--- src/rtl/pe_array_sequencer_pkg.sv ---
// Shared types, widths and limits for the PE-array sequencer.
// Latency: n/a (declarations only).
// Backpressure: n/a (declarations only).

// Array size and address width normally come from the project header;
// these defaults apply only when it has not defined them already.
`ifndef N_PE
`define N_PE 4
`endif
`ifndef ADDR_FIFO
`define ADDR_FIFO 8
`endif

package pe_seq_pkg;

    localparam int N_PE    = `N_PE;
    localparam int ADDR_W  = `ADDR_FIFO;
    localparam int K_W     = 4;
    localparam int CHAN_W  = 8;

    // Large enough for row_length * num_rows (plus one spare bit) so no
    // phase length can wrap the cycle counter.
    localparam int CNT_W   = 2 * ADDR_W + 1;

    localparam int K_MIN       = 1;
    localparam int K_MAX       = N_PE;
    localparam int ROW_LEN_MIN = 1;

    typedef enum logic [2:0] {
        S_IDLE        = 3'd0,
        S_LB_RST      = 3'd1,
        S_LOAD_FILTER = 3'd2,
        S_FILL        = 3'd3,
        S_COMPUTE     = 3'd4,
        S_DRAIN       = 3'd5,
        S_DONE        = 3'd6
    } state_t;

    // A command is runnable only if the kernel fits the array, rows are
    // non-empty and there are at least k input rows.
    function automatic logic cfg_legal(
        input logic [K_W-1:0]    k,
        input logic [ADDR_W-1:0] row_len,
        input logic [ADDR_W-1:0] num_rows
    );
        return (int'(k) >= K_MIN) && (int'(k) <= K_MAX) &&
               (int'(row_len) >= ROW_LEN_MIN) &&
               (int'(num_rows) >= int'(k));
    endfunction

endpackage

--- src/rtl/pe_array_sequencer_if.sv ---
// Command/config inputs and per-PE control outputs of the sequencer.
// Latency: n/a (wiring only).
// Backpressure: none; start is a strobe, busy tells the master when it is honoured.

interface pe_array_sequencer_if;
    import pe_seq_pkg::*;

    logic                     start;
    logic [K_W-1:0]           cfg_k;
    logic [ADDR_W-1:0]        cfg_row_length;
    logic [ADDR_W-1:0]        cfg_num_rows;
    logic [CHAN_W-1:0]        cfg_channels;

    logic                     busy;
    logic                     done;
    logic                     err;
    logic [N_PE*N_PE-1:0]     shifting_line;
    logic [N_PE*N_PE-1:0]     shifting_filter;
    logic [N_PE*N_PE-1:0]     mac_enable;
    logic [N_PE-1:0]          nl_enable;
    logic [N_PE-1:0]          feedback_enable;
    logic [N_PE-1:0]          adder_enable;
    logic                     line_buffer_reset;
    logic [ADDR_W-1:0]        row_length;

    modport master (
        output start, cfg_k, cfg_row_length, cfg_num_rows, cfg_channels,
        input  busy, done, err, shifting_line, shifting_filter, mac_enable,
               nl_enable, feedback_enable, adder_enable, line_buffer_reset,
               row_length
    );

    modport slave (
        input  start, cfg_k, cfg_row_length, cfg_num_rows, cfg_channels,
        output busy, done, err, shifting_line, shifting_filter, mac_enable,
               nl_enable, feedback_enable, adder_enable, line_buffer_reset,
               row_length
    );
endinterface

--- src/rtl/pe_array_sequencer_mask_gen.sv ---
// Active-PE mask M(r,c)=(r<k && c<k) and column mask C(c)=(c<k) from kernel size.
// Latency: combinational.
// Backpressure: none.

module pe_seq_mask_gen
    import pe_seq_pkg::*;
(
    input  logic [K_W-1:0]       k,
    output logic [N_PE*N_PE-1:0] pe_mask,
    output logic [N_PE-1:0]      col_mask
);

    // Square k x k corner of the array is active; flat bit is r*N_PE+c.
    always_comb begin
        pe_mask  = '0;
        col_mask = '0;
        for (int c = 0; c < N_PE; c++) begin
            col_mask[c] = (c < int'(k));
        end
        for (int r = 0; r < N_PE; r++) begin
            for (int c = 0; c < N_PE; c++) begin
                pe_mask[r*N_PE + c] = (r < int'(k)) && (c < int'(k));
            end
        end
    end

endmodule

--- src/rtl/pe_array_sequencer.sv ---
// Sequences line-buffer reset, filter load, fill, compute and drain for a k x k PE array.
// Latency: first control (line_buffer_reset) one cycle after start is accepted; all outputs registered.
// Backpressure: start is edge-detected and honoured only in IDLE; ignored while busy.
// Optional feature macro: PE_SEQ_FEEDBACK_EN (multi-pass accumulation over cfg_channels).

module pe_array_sequencer
    import pe_seq_pkg::*;
(
    input  logic                clk,
    input  logic                rst,
    pe_array_sequencer_if.slave bus
);

    state_t              state_q, state_d;
    logic [CNT_W-1:0]    cnt_q, cnt_d;
    logic [K_W-1:0]      k_q;
    logic [ADDR_W-1:0]   rl_q;
    logic [ADDR_W-1:0]   nr_q;
    logic                start_q;

    logic [N_PE*N_PE-1:0] pe_mask;
    logic [N_PE-1:0]      col_mask;

    logic [CNT_W-1:0]    load_len, fill_len, comp_len;
    logic                start_rise, accept, reject, more_passes;

    logic                busy_q, done_q, err_q, lb_rst_q;
    logic [N_PE*N_PE-1:0] sl_q, sf_q, mac_q;
    logic [N_PE-1:0]      nl_q, fb_q, add_q;

`ifdef PE_SEQ_FEEDBACK_EN
    logic [CHAN_W-1:0]   chan_q;
    logic [CHAN_W-1:0]   pass_q, pass_d;
    logic [CHAN_W:0]     passes;
`else
    // Channel count has no effect in single-pass builds.
    logic unused_cfg_channels;
    assign unused_cfg_channels = ^bus.cfg_channels;
`endif

    pe_seq_mask_gen u_mask_gen (
        .k        (k_q),
        .pe_mask  (pe_mask),
        .col_mask (col_mask)
    );

    // Phase lengths from the latched command; cfg_legal guarantees k>=1, nr>=k.
    always_comb begin
        load_len = CNT_W'(k_q);
        fill_len = (CNT_W'(k_q) - CNT_W'(1)) * CNT_W'(rl_q);
        comp_len = (CNT_W'(nr_q) - CNT_W'(k_q) + CNT_W'(1)) * CNT_W'(rl_q);
    end

    assign start_rise = bus.start & ~start_q;

`ifdef PE_SEQ_FEEDBACK_EN
    assign passes      = (chan_q == '0) ? (CHAN_W+1)'(1) : {1'b0, chan_q};
    assign more_passes = (({1'b0, pass_q} + (CHAN_W+1)'(1)) < passes);
`else
    assign more_passes = 1'b0;
`endif

    // Next-state and counter logic; counter restarts at 0 on each state entry.
    always_comb begin
        state_d = state_q;
        cnt_d   = cnt_q;
        accept  = 1'b0;
        reject  = 1'b0;
`ifdef PE_SEQ_FEEDBACK_EN
        pass_d  = pass_q;
`endif
        case (state_q)
            S_IDLE: begin
                if (start_rise) begin
                    if (cfg_legal(bus.cfg_k, bus.cfg_row_length, bus.cfg_num_rows)) begin
                        accept  = 1'b1;
                        state_d = S_LB_RST;
                        cnt_d   = '0;
                    end else begin
                        reject  = 1'b1;
                    end
                end
            end
            S_LB_RST: begin
                state_d = S_LOAD_FILTER;
                cnt_d   = '0;
            end
            S_LOAD_FILTER: begin
                if (cnt_q == load_len - CNT_W'(1)) begin
                    cnt_d   = '0;
                    state_d = (k_q == K_W'(1)) ? S_COMPUTE : S_FILL;
                end else begin
                    cnt_d   = cnt_q + CNT_W'(1);
                end
            end
            S_FILL: begin
                if (cnt_q == fill_len - CNT_W'(1)) begin
                    cnt_d   = '0;
                    state_d = S_COMPUTE;
                end else begin
                    cnt_d   = cnt_q + CNT_W'(1);
                end
            end
            S_COMPUTE: begin
                if (cnt_q == comp_len - CNT_W'(1)) begin
                    cnt_d   = '0;
                    state_d = S_DRAIN;
                end else begin
                    cnt_d   = cnt_q + CNT_W'(1);
                end
            end
            S_DRAIN: begin
                if (cnt_q == CNT_W'(1)) begin
                    cnt_d   = '0;
                    state_d = S_DONE;
                end else begin
                    cnt_d   = cnt_q + CNT_W'(1);
                end
            end
            S_DONE: begin
                cnt_d = '0;
`ifdef PE_SEQ_FEEDBACK_EN
                if (more_passes) begin
                    state_d = S_LB_RST;
                    pass_d  = pass_q + CHAN_W'(1);
                end else begin
                    state_d = S_IDLE;
                    pass_d  = '0;
                end
`else
                state_d = S_IDLE;
`endif
            end
            default: begin
                state_d = S_IDLE;
                cnt_d   = '0;
            end
        endcase
    end

    // State, counter and latched command registers.
    always_ff @(posedge clk) begin
        if (rst) begin
            state_q <= S_IDLE;
            cnt_q   <= '0;
            k_q     <= '0;
            rl_q    <= '0;
            nr_q    <= '0;
            start_q <= 1'b0;
`ifdef PE_SEQ_FEEDBACK_EN
            chan_q  <= '0;
            pass_q  <= '0;
`endif
        end else begin
            state_q <= state_d;
            cnt_q   <= cnt_d;
            start_q <= bus.start;
`ifdef PE_SEQ_FEEDBACK_EN
            pass_q  <= pass_d;
`endif
            if (accept) begin
                k_q    <= bus.cfg_k;
                rl_q   <= bus.cfg_row_length;
                nr_q   <= bus.cfg_num_rows;
`ifdef PE_SEQ_FEEDBACK_EN
                chan_q <= bus.cfg_channels;
`endif
            end
        end
    end

    // Outputs decoded from the upcoming state so they line up with it.
    always_ff @(posedge clk) begin
        if (rst) begin
            busy_q   <= 1'b0;
            done_q   <= 1'b0;
            err_q    <= 1'b0;
            lb_rst_q <= 1'b0;
            sl_q     <= '0;
            sf_q     <= '0;
            mac_q    <= '0;
            nl_q     <= '0;
            fb_q     <= '0;
            add_q    <= '0;
        end else begin
            busy_q   <= (state_d != S_IDLE);
            done_q   <= (state_d == S_DONE) && !more_passes;
            err_q    <= reject;
            lb_rst_q <= (state_d == S_LB_RST);
            sf_q     <= (state_d == S_LOAD_FILTER) ? pe_mask : '0;
            sl_q     <= (state_d == S_FILL || state_d == S_COMPUTE) ? pe_mask : '0;
            mac_q    <= (state_d == S_COMPUTE) ? pe_mask : '0;
            add_q    <= (state_d == S_DRAIN && cnt_d == '0) ? col_mask : '0;
            nl_q     <= (state_d == S_DRAIN && cnt_d == CNT_W'(1)) ? col_mask : '0;
`ifdef PE_SEQ_FEEDBACK_EN
            fb_q     <= ((state_d == S_COMPUTE || state_d == S_DRAIN) && pass_d != '0)
                        ? col_mask : '0;
`else
            fb_q     <= '0;
`endif
        end
    end

    assign bus.busy              = busy_q;
    assign bus.done              = done_q;
    assign bus.err               = err_q;
    assign bus.line_buffer_reset = lb_rst_q;
    assign bus.shifting_line     = sl_q;
    assign bus.shifting_filter   = sf_q;
    assign bus.mac_enable        = mac_q;
    assign bus.nl_enable         = nl_q;
    assign bus.feedback_enable   = fb_q;
    assign bus.adder_enable      = add_q;
    assign bus.row_length        = rl_q;

endmodule

--- src/flat_wrapper.sv ---
// flat-port wrapper written by rule: the top's interface ports become plain ports
module pe_array_sequencer_flat import pe_seq_pkg::*;
  (clk, rst, bus_start, bus_cfg_k, bus_cfg_row_length, bus_cfg_num_rows, bus_cfg_channels, bus_busy, bus_done, bus_err, bus_shifting_line, bus_shifting_filter, bus_mac_enable, bus_nl_enable, bus_feedback_enable, bus_adder_enable, bus_line_buffer_reset, bus_row_length);
  pe_array_sequencer_if bus_i ();
  input  logic clk;
  input  logic rst;
  input wire logic [$bits(bus_i.start)-1:0] bus_start;
  input wire logic [$bits(bus_i.cfg_k)-1:0] bus_cfg_k;
  input wire logic [$bits(bus_i.cfg_row_length)-1:0] bus_cfg_row_length;
  input wire logic [$bits(bus_i.cfg_num_rows)-1:0] bus_cfg_num_rows;
  input wire logic [$bits(bus_i.cfg_channels)-1:0] bus_cfg_channels;
  output wire logic [$bits(bus_i.busy)-1:0] bus_busy;
  output wire logic [$bits(bus_i.done)-1:0] bus_done;
  output wire logic [$bits(bus_i.err)-1:0] bus_err;
  output wire logic [$bits(bus_i.shifting_line)-1:0] bus_shifting_line;
  output wire logic [$bits(bus_i.shifting_filter)-1:0] bus_shifting_filter;
  output wire logic [$bits(bus_i.mac_enable)-1:0] bus_mac_enable;
  output wire logic [$bits(bus_i.nl_enable)-1:0] bus_nl_enable;
  output wire logic [$bits(bus_i.feedback_enable)-1:0] bus_feedback_enable;
  output wire logic [$bits(bus_i.adder_enable)-1:0] bus_adder_enable;
  output wire logic [$bits(bus_i.line_buffer_reset)-1:0] bus_line_buffer_reset;
  output wire logic [$bits(bus_i.row_length)-1:0] bus_row_length;
  assign bus_i.start = bus_start;
  assign bus_i.cfg_k = bus_cfg_k;
  assign bus_i.cfg_row_length = bus_cfg_row_length;
  assign bus_i.cfg_num_rows = bus_cfg_num_rows;
  assign bus_i.cfg_channels = bus_cfg_channels;
  assign bus_busy = bus_i.busy;
  assign bus_done = bus_i.done;
  assign bus_err = bus_i.err;
  assign bus_shifting_line = bus_i.shifting_line;
  assign bus_shifting_filter = bus_i.shifting_filter;
  assign bus_mac_enable = bus_i.mac_enable;
  assign bus_nl_enable = bus_i.nl_enable;
  assign bus_feedback_enable = bus_i.feedback_enable;
  assign bus_adder_enable = bus_i.adder_enable;
  assign bus_line_buffer_reset = bus_i.line_buffer_reset;
  assign bus_row_length = bus_i.row_length;
  pe_array_sequencer u_core (.clk(clk), .rst(rst), .bus(bus_i));
endmodule
--- config.mk ---
export PLATFORM = sky130hd
export DESIGN_NAME = pe_array_sequencer_flat
export DESIGN_NICKNAME = d
export VERILOG_FILES = /design/src/rtl/pe_array_sequencer_pkg.sv /design/src/rtl/pe_array_sequencer_if.sv /design/src/rtl/pe_array_sequencer_mask_gen.sv /design/src/rtl/pe_array_sequencer.sv /design/src/flat_wrapper.sv
export SDC_FILE = /design/constraint.sdc
export NUM_CORES = 1
export LEC_CHECK = 0
export BUFFER_PORTS_ARGS = -buffer_cell sky130_fd_sc_hd__buf_4
export CAP_MARGIN = 20
export CORE_ASPECT_RATIO = 1.75
export CORE_UTILIZATION = 55
export DETAILED_ROUTE_END_ITERATION = 7
export HOLD_SLACK_MARGIN = 0.02
export PLACE_DENSITY = 0.83
export SLEW_MARGIN = 20
export SYNTH_ARGS = -nofsm -noshare
export SYNTH_HDL_FRONTEND = slang
export SYNTH_SLANG_ARGS = --single-unit
--- constraint.sdc ---
create_clock -name clk -period 12.1 [get_ports clk]
set_clock_uncertainty 0.15 [all_clocks]
set_input_delay 2.42 -clock clk [delete_from_list [all_inputs] [get_ports clk]]
set_output_delay 2.42 -clock clk [all_outputs]
set_load 0.05 [all_outputs]
==> metrics.txt, run 1 <==
result of the run finished, final reports clean; number of antenna violations at the first check in global routing 0; number of endpoints with negative hold slack in the final report 0; final slew viol count 0; fraction of synthesis flops using an asynchronous set or reset pin 0%; number of global-route vias before repair 8991; number of buffers between clock root and the deepest sink 2; count of buffers inserted at the top-level ports 90; Peak VDD IR 0.0000981 V; critical path's most frequent cell sky130_fd_sc_hd__fa_1; per-cell routed wire length 18.1 um; worst min-delay path endpoint u_core.nr_q[0]; worst flop-to-flop path startpoint u_core.k_q[0]; synthesized instance count 1168; Synthesis Warnings 0; area leader, netlist sky130_fd_sc_hd__fa_1; transition time at the pin with the least slew margin 1010 ps; share of synthesized area occupied by flip-flops and latches 15.5%; pre-CTS setup slack 2750 ps; count of fill cells added during filler insertion 1478; worst-path maximum fanout 27; worst min path class reg -> reg; max-capacitance violation count 0; portion of synthesized cell area occupied by the leading cell type 23.4%; first-pass GRT wire length 43500 um; clock network latency to the later pin of the worst-skew pair 350 ps; leading cell type in the layout, fill and taps excluded sky130_fd_sc_hd__inv_1; Worst path slowest cell sky130_fd_sc_hd__xnor2_1; number of enable flip-flop cells after synthesis 0; Area growth, synth to finish 9.16%; final worst path period need 9160 ps; first-pass iteration count of the detailed router 5; Core Util, Final 61.7%; buffer cell driving the clock tree root sky130_fd_sc_hd__clkbuf_16; die area 18600 um2; Leakage 4.72 nW; horizontal die dimension 104 um; type of origin of the critical path flop; number of sinks driven by the clock tree 77; fraction of layout instances using a drive strength above 1 11.6%; clock tree from TritonCTS done; logic depth of the worst register-to-register path 28; Netlist Area Pre-Place 9920 um2; number of DRC markers after the initial detailed-route iteration 504; power density over cell area 111 nW/um2; floorplan core area 17500 um2; startpoint of the tightest hold check path u_core.nr_q[0]; crit path DAT 9270 ps; most frequent cells in the layout sky130_fd_sc_hd__inv_1, sky130_fd_sc_hd__nand2_1, sky130_fd_sc_hd__fa_1, sky130_fd_sc_hd__buf_4, sky130_fd_sc_hd__nor2_1; post-route DRC violation count 0; number of vias after detailed routing 8490; post-route setup slack 2940 ps; Initial Utilization 56.5%; setup_tns 0 ps; buffers inserted by post-CTS timing repair 0; source of the critical timing path u_core.k_q[0]; Hold Slack 353 ps; Syn Area/Cell 8.49 um2; total congestion overflow after global routing 0; layout net count 1425; crit path kind reg -> reg; number of H-tree levels 3; endpoint of the worst register-to-register path u_core.cnt_q[5]; clock slew at the register clock pins of the worst setup and hold paths 70 ps; capturing element type of the critical path flop; total routed wirelength 25900 um; HPWL after detailed placement 20600 um; R2R Setup Slk 2940 ps; CTS buffer count 9; cell types occupying the most area after synthesis sky130_fd_sc_hd__fa_1, sky130_fd_sc_hd__dfxtp_1, sky130_fd_sc_hd__ha_1; number of distinct standard cells referenced by the synthesized netlist 81; All-Layer GR Usage 29.4%; Hold Path Depth 2; height of the die 180 um; maximum clock frequency 0.109 GHz; Vias per Instance 5.92; gp weighted congestion 0.928; register bit count reported by yosys 77; pin count of the biggest net entering global routing 28; largest stage delay on the critical path 690 ps; number of gates resized after cts 0; final setup fails 0; CTS Hold Buffers Added 0; antenna-violating nets left 0; Antenna Cells 0; overall power consumption 0.00120 W; final cycle utilization of the critical path 75.7%; I/O pin count 103; worst slew margin relative to its limit 32.4%; Critical Path RT 12220 ps; leading register cell type out of synthesis sky130_fd_sc_hd__dfxtp_1; total number of placement rows 64; RSZ-0062 raised after global routing false
==> worst max-delay path, delay by kind of cell, from the launching register on <==
kind / cells / cell delay [ps]
buffers and inverters: 3 / 160
AOI/OAI and AO/OA: 8 / 2360
DFF: 1 / 500
xor gates and xnor gates: 4 / 1650
and+or+nand+nor: 6 / 1090
adders and majority gates: 7 / 3150
==> logic make-up (layout without fill, tap and decap cells) <==
group | after synthesis | in the layout | share of synthesized area (%)
buffers and inverters | 218 | 251 | 9.61
multiplexers | 23 | 23 | 2.33
AND/OR/NAND/NOR | 414 | 414 | 20.6
adder cells (fa/ha/maj) | 194 | 194 | 33.3
AO/OA/AOI/OAI | 161 | 161 | 11.3
flip-flops | 77 | 77 | 15.5
XOR/XNOR | 80 | 80 | 7.28
other | 1 | 4 | 0.0378
==> per-stage QoR <==
stage	cell area, um2	cells
6_report	10800	1435
5_1_grt	10800	1435
4_1_cts	10800	1435
3_5_place_dp	10500	1420
3_3_place_gp	10500	1420
2_1_floorplan	9930	1171
==> power by group <==
group          internal (W)  leakage, nW  switching [W]
Combinational      0.000281         3.96       0.000387
Sequential         0.000257        0.622     0.00000648
Clock              0.000159        0.138       0.000113
Total              0.000696         4.72       0.000506
==> per-layer routing <==
layer  global-route usage, %  up-vias  part of all wire (%)
met4                    20.9        0                   7.0
met5                       0        -                     0
met2                    56.3      327                    55
li1                        -     3891                     -
met3                    3.01      125                   4.7
met1                    29.0     4147                    34
==> synth_stat cells, types with 4 or more instances <==
master                     number
sky130_fd_sc_hd__or3_1          5
sky130_fd_sc_hd__clkbuf_1      35
sky130_fd_sc_hd__mux2i_1       22
sky130_fd_sc_hd__nand4_1       13
sky130_fd_sc_hd__a211oi_1       4
sky130_fd_sc_hd__o21a_1         7
sky130_fd_sc_hd__nand2_1      121
sky130_fd_sc_hd__dfxtp_1       77
sky130_fd_sc_hd__ha_1          78
sky130_fd_sc_hd__and3_1        13
sky130_fd_sc_hd__o21ai_0       18
sky130_fd_sc_hd__o22ai_1        4
sky130_fd_sc_hd__nand3_1       32
sky130_fd_sc_hd__inv_1        137
sky130_fd_sc_hd__nand2b_1      23
sky130_fd_sc_hd__and2_1        36
sky130_fd_sc_hd__fa_1         116
sky130_fd_sc_hd__nor2b_1       16
sky130_fd_sc_hd__nor4_1        11
sky130_fd_sc_hd__a31oi_1       22
sky130_fd_sc_hd__buf_2         11
sky130_fd_sc_hd__a21o_1        14
sky130_fd_sc_hd__or2_2          5
sky130_fd_sc_hd__xor2_1        22
sky130_fd_sc_hd__a41oi_1        4
sky130_fd_sc_hd__nor2_1        91
sky130_fd_sc_hd__o211ai_1       4
sky130_fd_sc_hd__a211o_1        4
sky130_fd_sc_hd__a21oi_1       39
sky130_fd_sc_hd__buf_4         28
sky130_fd_sc_hd__buf_1          4
sky130_fd_sc_hd__nor3_1        27
sky130_fd_sc_hd__xnor2_1       56
==> layout make-up <==
| cell class | instances | area (um2) | area share [%] |
|---|---|---|---|
| multi-input cells | 876 | 7450 | 68.8 |
| flip-flops and latches | 77 | 1540 | 14.2 |
| inverters | 137 | 514 | 4.75 |
| well taps | 231 | 289 | 2.67 |
| clock buffers | 9 | 225 | 2.08 |
| clock inverters | 6 | 63.8 | 0.590 |
| repair buffers | 99 | 743 | 6.87 |
==> how the worst max path moves through the flow <==
stage	cells after the start	endpoint	slack, ps
final	28	u_core.cnt_q[5]	2940
after global placement	28	u_core.cnt_q[5]	2820
after floorplan	27	u_core.bus.shifting_line[9]	4300
after detailed placement	28	u_core.cnt_q[5]	2750
after CTS	28	u_core.cnt_q[1]	2720
after global routing	28	u_core.cnt_q[5]	2490
==> sequential cells by signal, indices dropped and copies added (netlist names) <==
register	cells
u_core.cnt_q	17
u_core.bus.mac_enable	8
u_core.bus.row_length	8
u_core.bus.shifting_filter	8
u_core.bus.shifting_line	8
u_core.nr_q	8
u_core.bus.adder_enable	4
u_core.bus.nl_enable	4
u_core.k_q	4
u_core.state_q	3
u_core.bus.busy	1
u_core.bus.done	1
u_core.bus.err	1
u_core.bus.line_buffer_reset	1
u_core.start_q	1
Note: power is estimated with default switching activity, not from simulation.
==> inputs of run 2 (changes only) <==
Settings changed: ABC_AREA set to 1, PLACE_DENSITY 0.83 to 0.86.
Clock period 12.1 ns to 8.1 ns, I/O delays scaled along.
==> run 2 against run 1 <==
  * First-iteration DRC count is 9.9% higher
  * Critical path depth increased by 14
  * Clock power increased by 67%
  * Sequential power increased by 51%
  * Critical path type unchanged
  * Register-to-register slack worse by 2500 ps
  * Power up 120%
  * Cell count increased by 14%
  * Non-clock buffer count rose by 6
  * Die area grew 0.66%
==> metrics.txt, run 2 <==
post-route insts no fill 1641; final worst path period need 7640 ps; clock slew at the register clock pins of the worst setup and hold paths 60 ps; Critical Path RT 8230 ps; per-cell routed wire length 15.9 um; count of buffers inserted at the top-level ports 90; number of vias after detailed routing 8805; worst slew margin relative to its limit 34.3%; total number of placement rows 64; number of global-route vias before repair 9234; final cycle utilization of the critical path 94.3%; Worst path slowest cell sky130_fd_sc_hd__fa_1; max-capacitance violation count 0; floorplan core area 17600 um2; transition time at the pin with the least slew margin 980 ps; Area growth, synth to finish 10.7%; worst min path class reg -> reg; register with the highest flop count u_core.cnt_q; Vias per Instance 5.37; first-pass iteration count of the detailed router 5; Peak VDD IR 0.000233 V; Syn Area/Cell 7.35 um2; clock network latency to the later pin of the worst-skew pair 360 ps; horizontal die dimension 104 um; I/O pin count 103; number of H-tree levels 3; portion of synthesized cell area occupied by the leading cell type 23.3%; first-pass GRT wire length 43300 um; leading register cell type out of synthesis sky130_fd_sc_hd__dfxtp_1; CTS buffer count 9; result of the run finished, final reports clean; final slew viol count 0; number of enable flip-flop cells after synthesis 0; Leakage 5.43 nW; gp weighted congestion 0.954; die area 18700 um2; synthesized instance count 1358; final setup fails 0; Initial Utilization 56.7%; layout net count 1630; type of origin of the critical path flop; total routed wirelength 26100 um; cell count after placement 1622; total congestion overflow after global routing 0; number of sinks driven by the clock tree 77; CTS Hold Buffers Added 0; maximum clock frequency 0.131 GHz; crit path kind reg -> reg; setup_tns 0 ps; HPWL after detailed placement 21200 um; fraction of synthesis flops using an asynchronous set or reset pin 0%; most instantiated library cell after synthesis sky130_fd_sc_hd__inv_1; share of synthesized area occupied by flip-flops and latches 15.4%; All-Layer GR Usage 29.0%; power density over cell area 241 nW/um2; largest stage delay on the critical path 590 ps; Netlist Area Pre-Place 9980 um2; cell types occupying the most area after synthesis sky130_fd_sc_hd__fa_1, sky130_fd_sc_hd__dfxtp_1, sky130_fd_sc_hd__inv_1; number of DRC markers after the initial detailed-route iteration 554; area leader, netlist sky130_fd_sc_hd__fa_1; crit path DAT 7770 ps; number of distinct standard cells referenced by the synthesized netlist 47; Synthesis Warnings 0; synth cell count leaders sky130_fd_sc_hd__inv_1, sky130_fd_sc_hd__nand2_1, sky130_fd_sc_hd__nor2_1; clock tree from TritonCTS done; Antenna Cells 0; height of the die 180 um; number of antenna violations at the first check in global routing 0; register bit count reported by yosys 77; number of buffers between clock root and the deepest sink 2; worst-path maximum fanout 17; pin count of the biggest net entering global routing 30; number of flip-flops in the largest register 17; buffer cell driving the clock tree root sky130_fd_sc_hd__clkbuf_16; fraction of layout instances using a drive strength above 1 11.5%; post-route DRC violation count 0; capturing element type of the critical path flop; antenna-violating nets left 0; most frequent cells in the layout sky130_fd_sc_hd__nand2_1, sky130_fd_sc_hd__inv_1, sky130_fd_sc_hd__nor2_1, sky130_fd_sc_hd__fa_1, sky130_fd_sc_hd__buf_4; number of endpoints with negative hold slack in the final report 0
==> run 2: timing repair <==
| item | 4_1_cts | 5_1_grt |
|---|---|---|
| buffers inserted | 0 | 3 |
| gates resized for setup | 0 | 12 |
| setup endpoints to repair | 0 | 27 |
==> run 2: final timing paths <==
| check | startpoint | endpoint | slack [ps] | cells after the start |
|---|---|---|---|---|
| worst min-delay path | u_core.nr_q[4] | u_core.nr_q[4] | 370 | 2 |
| worst max-delay path | u_core.nr_q[0] | u_core.bus.adder_enable[3] | 460 | 42 |
| worst min register to register | u_core.nr_q[4] | u_core.nr_q[4] | 370 | 2 |
| worst max register to register | u_core.nr_q[0] | u_core.bus.adder_enable[3] | 460 | 42 |
==> run 2: report_power, final <==
| part | total [W] | switching, W | internal (W) |
|---|---|---|---|
| sequential | 0.000398 | 0.0000125 | 0.000386 |
| clock | 0.000453 | 0.000172 | 0.000281 |
| combinational | 0.00181 | 0.00112 | 0.000692 |
| total | 0.00266 | 0.00130 | 0.00136 |
==> run 2: layer usage <==
metal	track usage [%]	vias to the layer above	share of wire [%]
met1	28.3	4206	34
li1	-	4205	-
met2	56.5	271	56
met5	0	-	0
met4	19.7	0	6.4
met3	2.46	123	3.6
==> run 2: final cells by class <==
class	instances	area [um2]
inverter	266	1000
fill	1481	6560
multi-input combinational	946	7100
tap	231	289
sequential	77	1540
clock inverter	6	93.8
clock buffer	10	239
timing repair buffer	105	788
==> run 2: metrics by stage <==
step / total power, W / hold slack (ps) / setup slack, ps / utilization (%) / cell area [um2]
detailed placement: 0.00216 / 342 / 272 / 60.5 / 10700
floorplan: 0.00178 / 305 / 1070 / - / 9990
finish: 0.00266 / 370 / 464 / 62.7 / 11100
CTS: 0.00262 / 363 / 218 / 62.4 / 11000
global placement: 0.00211 / 334 / 358 / 60.5 / 10700
global route: 0.00291 / 391 / -14.6 / 62.7 / 11100
==> run 2: logic make-up (layout without fill, tap and decap cells) <==
group | Yosys count | after routing | share of synthesized area [%]
simple gates | 549 | 549 | 23.7
buf+inv | 338 | 387 | 13.9
fa+ha+maj | 194 | 194 | 33.0
compound gates | 115 | 115 | 6.35
xor+xnor | 84 | 84 | 7.51
flops | 77 | 77 | 15.4
other cells | 1 | 4 | 0.0376
==> run 2: critical path, delay by kind of cell, from the launching register on <==
kind                       cells  cell delay, ps
DFF                            1             350
and+or+nand+nor               26            2780
adders and majority gates      9            3610
xor gates and xnor gates       1             210
buffers and inverters          6             450
==> inputs of run 3 (changes only) <==
Settings changed: ABC_CLOCK_PERIOD_IN_PS set to 8100, CTS_BUF_LIST set to sky130_fd_sc_hd__clkbuf_2.
==> run 3 against run 2 <==
  * Worst hold slack improved by 4.9 ps
  * Maximum frequency barely moved
  * Critical path depth did not move
  * Clock power fell by 43%
  * Count of clock-buffer cells in the layout fell by 1
  * Via count rose by 0.64%
  * Critical endpoint unchanged
==> metrics.txt, run 3 (synthesized netlist as in run 2, its figures left out) <==
CTS buffer count 9; clock slew at the register clock pins of the worst setup and hold paths 230 ps; pin count of the biggest net entering global routing 30; Design Area, Final 10900 um2; count of buffers inserted at the top-level ports 90; Critical Path RT 8500 ps; clock network latency to the later pin of the worst-skew pair 640 ps; total congestion overflow after global routing 0; height of the die 180 um; capturing element type of the critical path flop; first-pass GRT wire length 43000 um; worst-path maximum fanout 17; number of endpoints with negative hold slack in the final report 0; gp weighted congestion 0.954; Worst path slowest cell sky130_fd_sc_hd__fa_1; floorplan core area 17600 um2; worst slew margin relative to its limit 39.3%; final cycle utilization of the critical path 94.4%; number of antenna violations at the first check in global routing 1; total routed wirelength 26100 um; post-route DRC violation count 0; Initial Utilization 56.7%; number of sinks driven by the clock tree 77; largest stage delay on the critical path 600 ps; number of DRC markers after the initial detailed-route iteration 567; max-capacitance violation count 0; power density over cell area 227 nW/um2; fraction of layout instances using a drive strength above 1 11.5%; worst min path class reg -> reg; result of the run finished, final reports clean; number of vias after detailed routing 8861; pre-CTS setup slack 272 ps; antenna-violating nets left 0; Peak VDD IR 0.000226 V; horizontal die dimension 104 um; Vias per Instance 5.40; crit path DAT 8040 ps; HPWL after detailed placement 21200 um; buffer cell driving the clock tree root sky130_fd_sc_hd__clkbuf_2; transition time at the pin with the least slew margin 907 ps; post-route setup slack 457 ps; All-Layer GR Usage 28.8%; number of global-route vias before repair 9193; layout net count 1630; die area 18700 um2; crit path kind reg -> reg; register with the highest flop count u_core.cnt_q; total number of placement rows 64; type of origin of the critical path flop; number of H-tree levels 3; CTS Hold Buffers Added 0; clock tree from TritonCTS done; final worst path period need 7640 ps; final setup fails 0; most frequent cells in the layout sky130_fd_sc_hd__nand2_1, sky130_fd_sc_hd__inv_1, sky130_fd_sc_hd__nor2_1, sky130_fd_sc_hd__fa_1, sky130_fd_sc_hd__buf_4; per-cell routed wire length 15.9 um; first-pass iteration count of the detailed router 5; Area growth, synth to finish 9.00%; post-place instance area 10700 um2; number of buffers between clock root and the deepest sink 2; I/O pin count 103; Leakage 5.35 nW; count of fill cells added during filler insertion 1516; final slew viol count 0; number of flip-flops in the largest register 17; maximum clock frequency 0.131 GHz
[run 3: cell types whose count changed in the layout (fill, tap and decap cells not counted), sizes merged]
cell,before,now
diode,0,1
clkinv,2,3
clkbuf,10,9
[run 3: layer usage]
layer	global-route usage [%]	wire, um	vias to the layer above
met5	0	0	-
met4	20.5	1810	0
met3	2.31	801	130
met2	56.2	14500	265
met1	27.8	8980	4258
li1	-	-	4208
[run 3: final cells by class]
| class | instances | area [um2] | area share [%] |
|---|---|---|---|
| well taps | 231 | 289 | 2.66 |
| flip-flops and latches | 77 | 1540 | 14.2 |
| inverters | 266 | 1000 | 9.23 |
| multi-input cells | 946 | 7100 | 65.2 |
| clock inverters | 7 | 97.6 | 0.897 |
| repair buffers | 105 | 801 | 7.36 |
| clock buffers | 9 | 45.0 | 0.414 |
| diodes | 1 | 2.50 | 0.0230 |
[run 3: power by group]
group / total, W / internal, W / switching, W
clock: 0.000259 / 0.000105 / 0.000154
combinational: 0.00181 / 0.000694 / 0.00111
sequential: 0.000400 / 0.000387 / 0.0000125
[run 3: stage by stage]
step / TNS (ps) / std cells / total power, W / hold slack, ps / utilization [%]
floorplan: 0 / 1361 / 0.00178 / 305 / -
global placement: 0 / 1622 / 0.00211 / 334 / 60.5
detailed placement: 0 / 1622 / 0.00216 / 342 / 60.5
CTS: 0 / 1638 / 0.00243 / 373 / 61.3
global route: -29.4 / 1642 / 0.00272 / 408 / 61.8
finish: 0 / 1642 / 0.00247 / 375 / 61.8
[run 3: worst max-delay path, delay by kind of cell (launching register included)]
kind | cells | cell delay (ps)
adders and majority gates | 9 | 3600
and+or+nand+nor | 26 | 2770
buffers and inverters | 6 | 430
DFF | 1 | 390
xor gates and xnor gates | 1 | 210
[run 3: timing repair]
item | in CTS | in global routing
buffers inserted | 0 | 3
resized for setup | 0 | 13
endpoints found under the setup margin | 0 | 27
[run 3: worst paths after layout]
path	from	to	slack, ps	cells after the start
setup / recovery	u_core.nr_q[0]	u_core.bus.adder_enable[3]	460	42
hold / removal	u_core.start_q	u_core.bus.err	380	3
setup reg to reg	u_core.nr_q[0]	u_core.bus.adder_enable[3]	460	42
hold reg to reg	u_core.start_q	u_core.bus.err	380	3
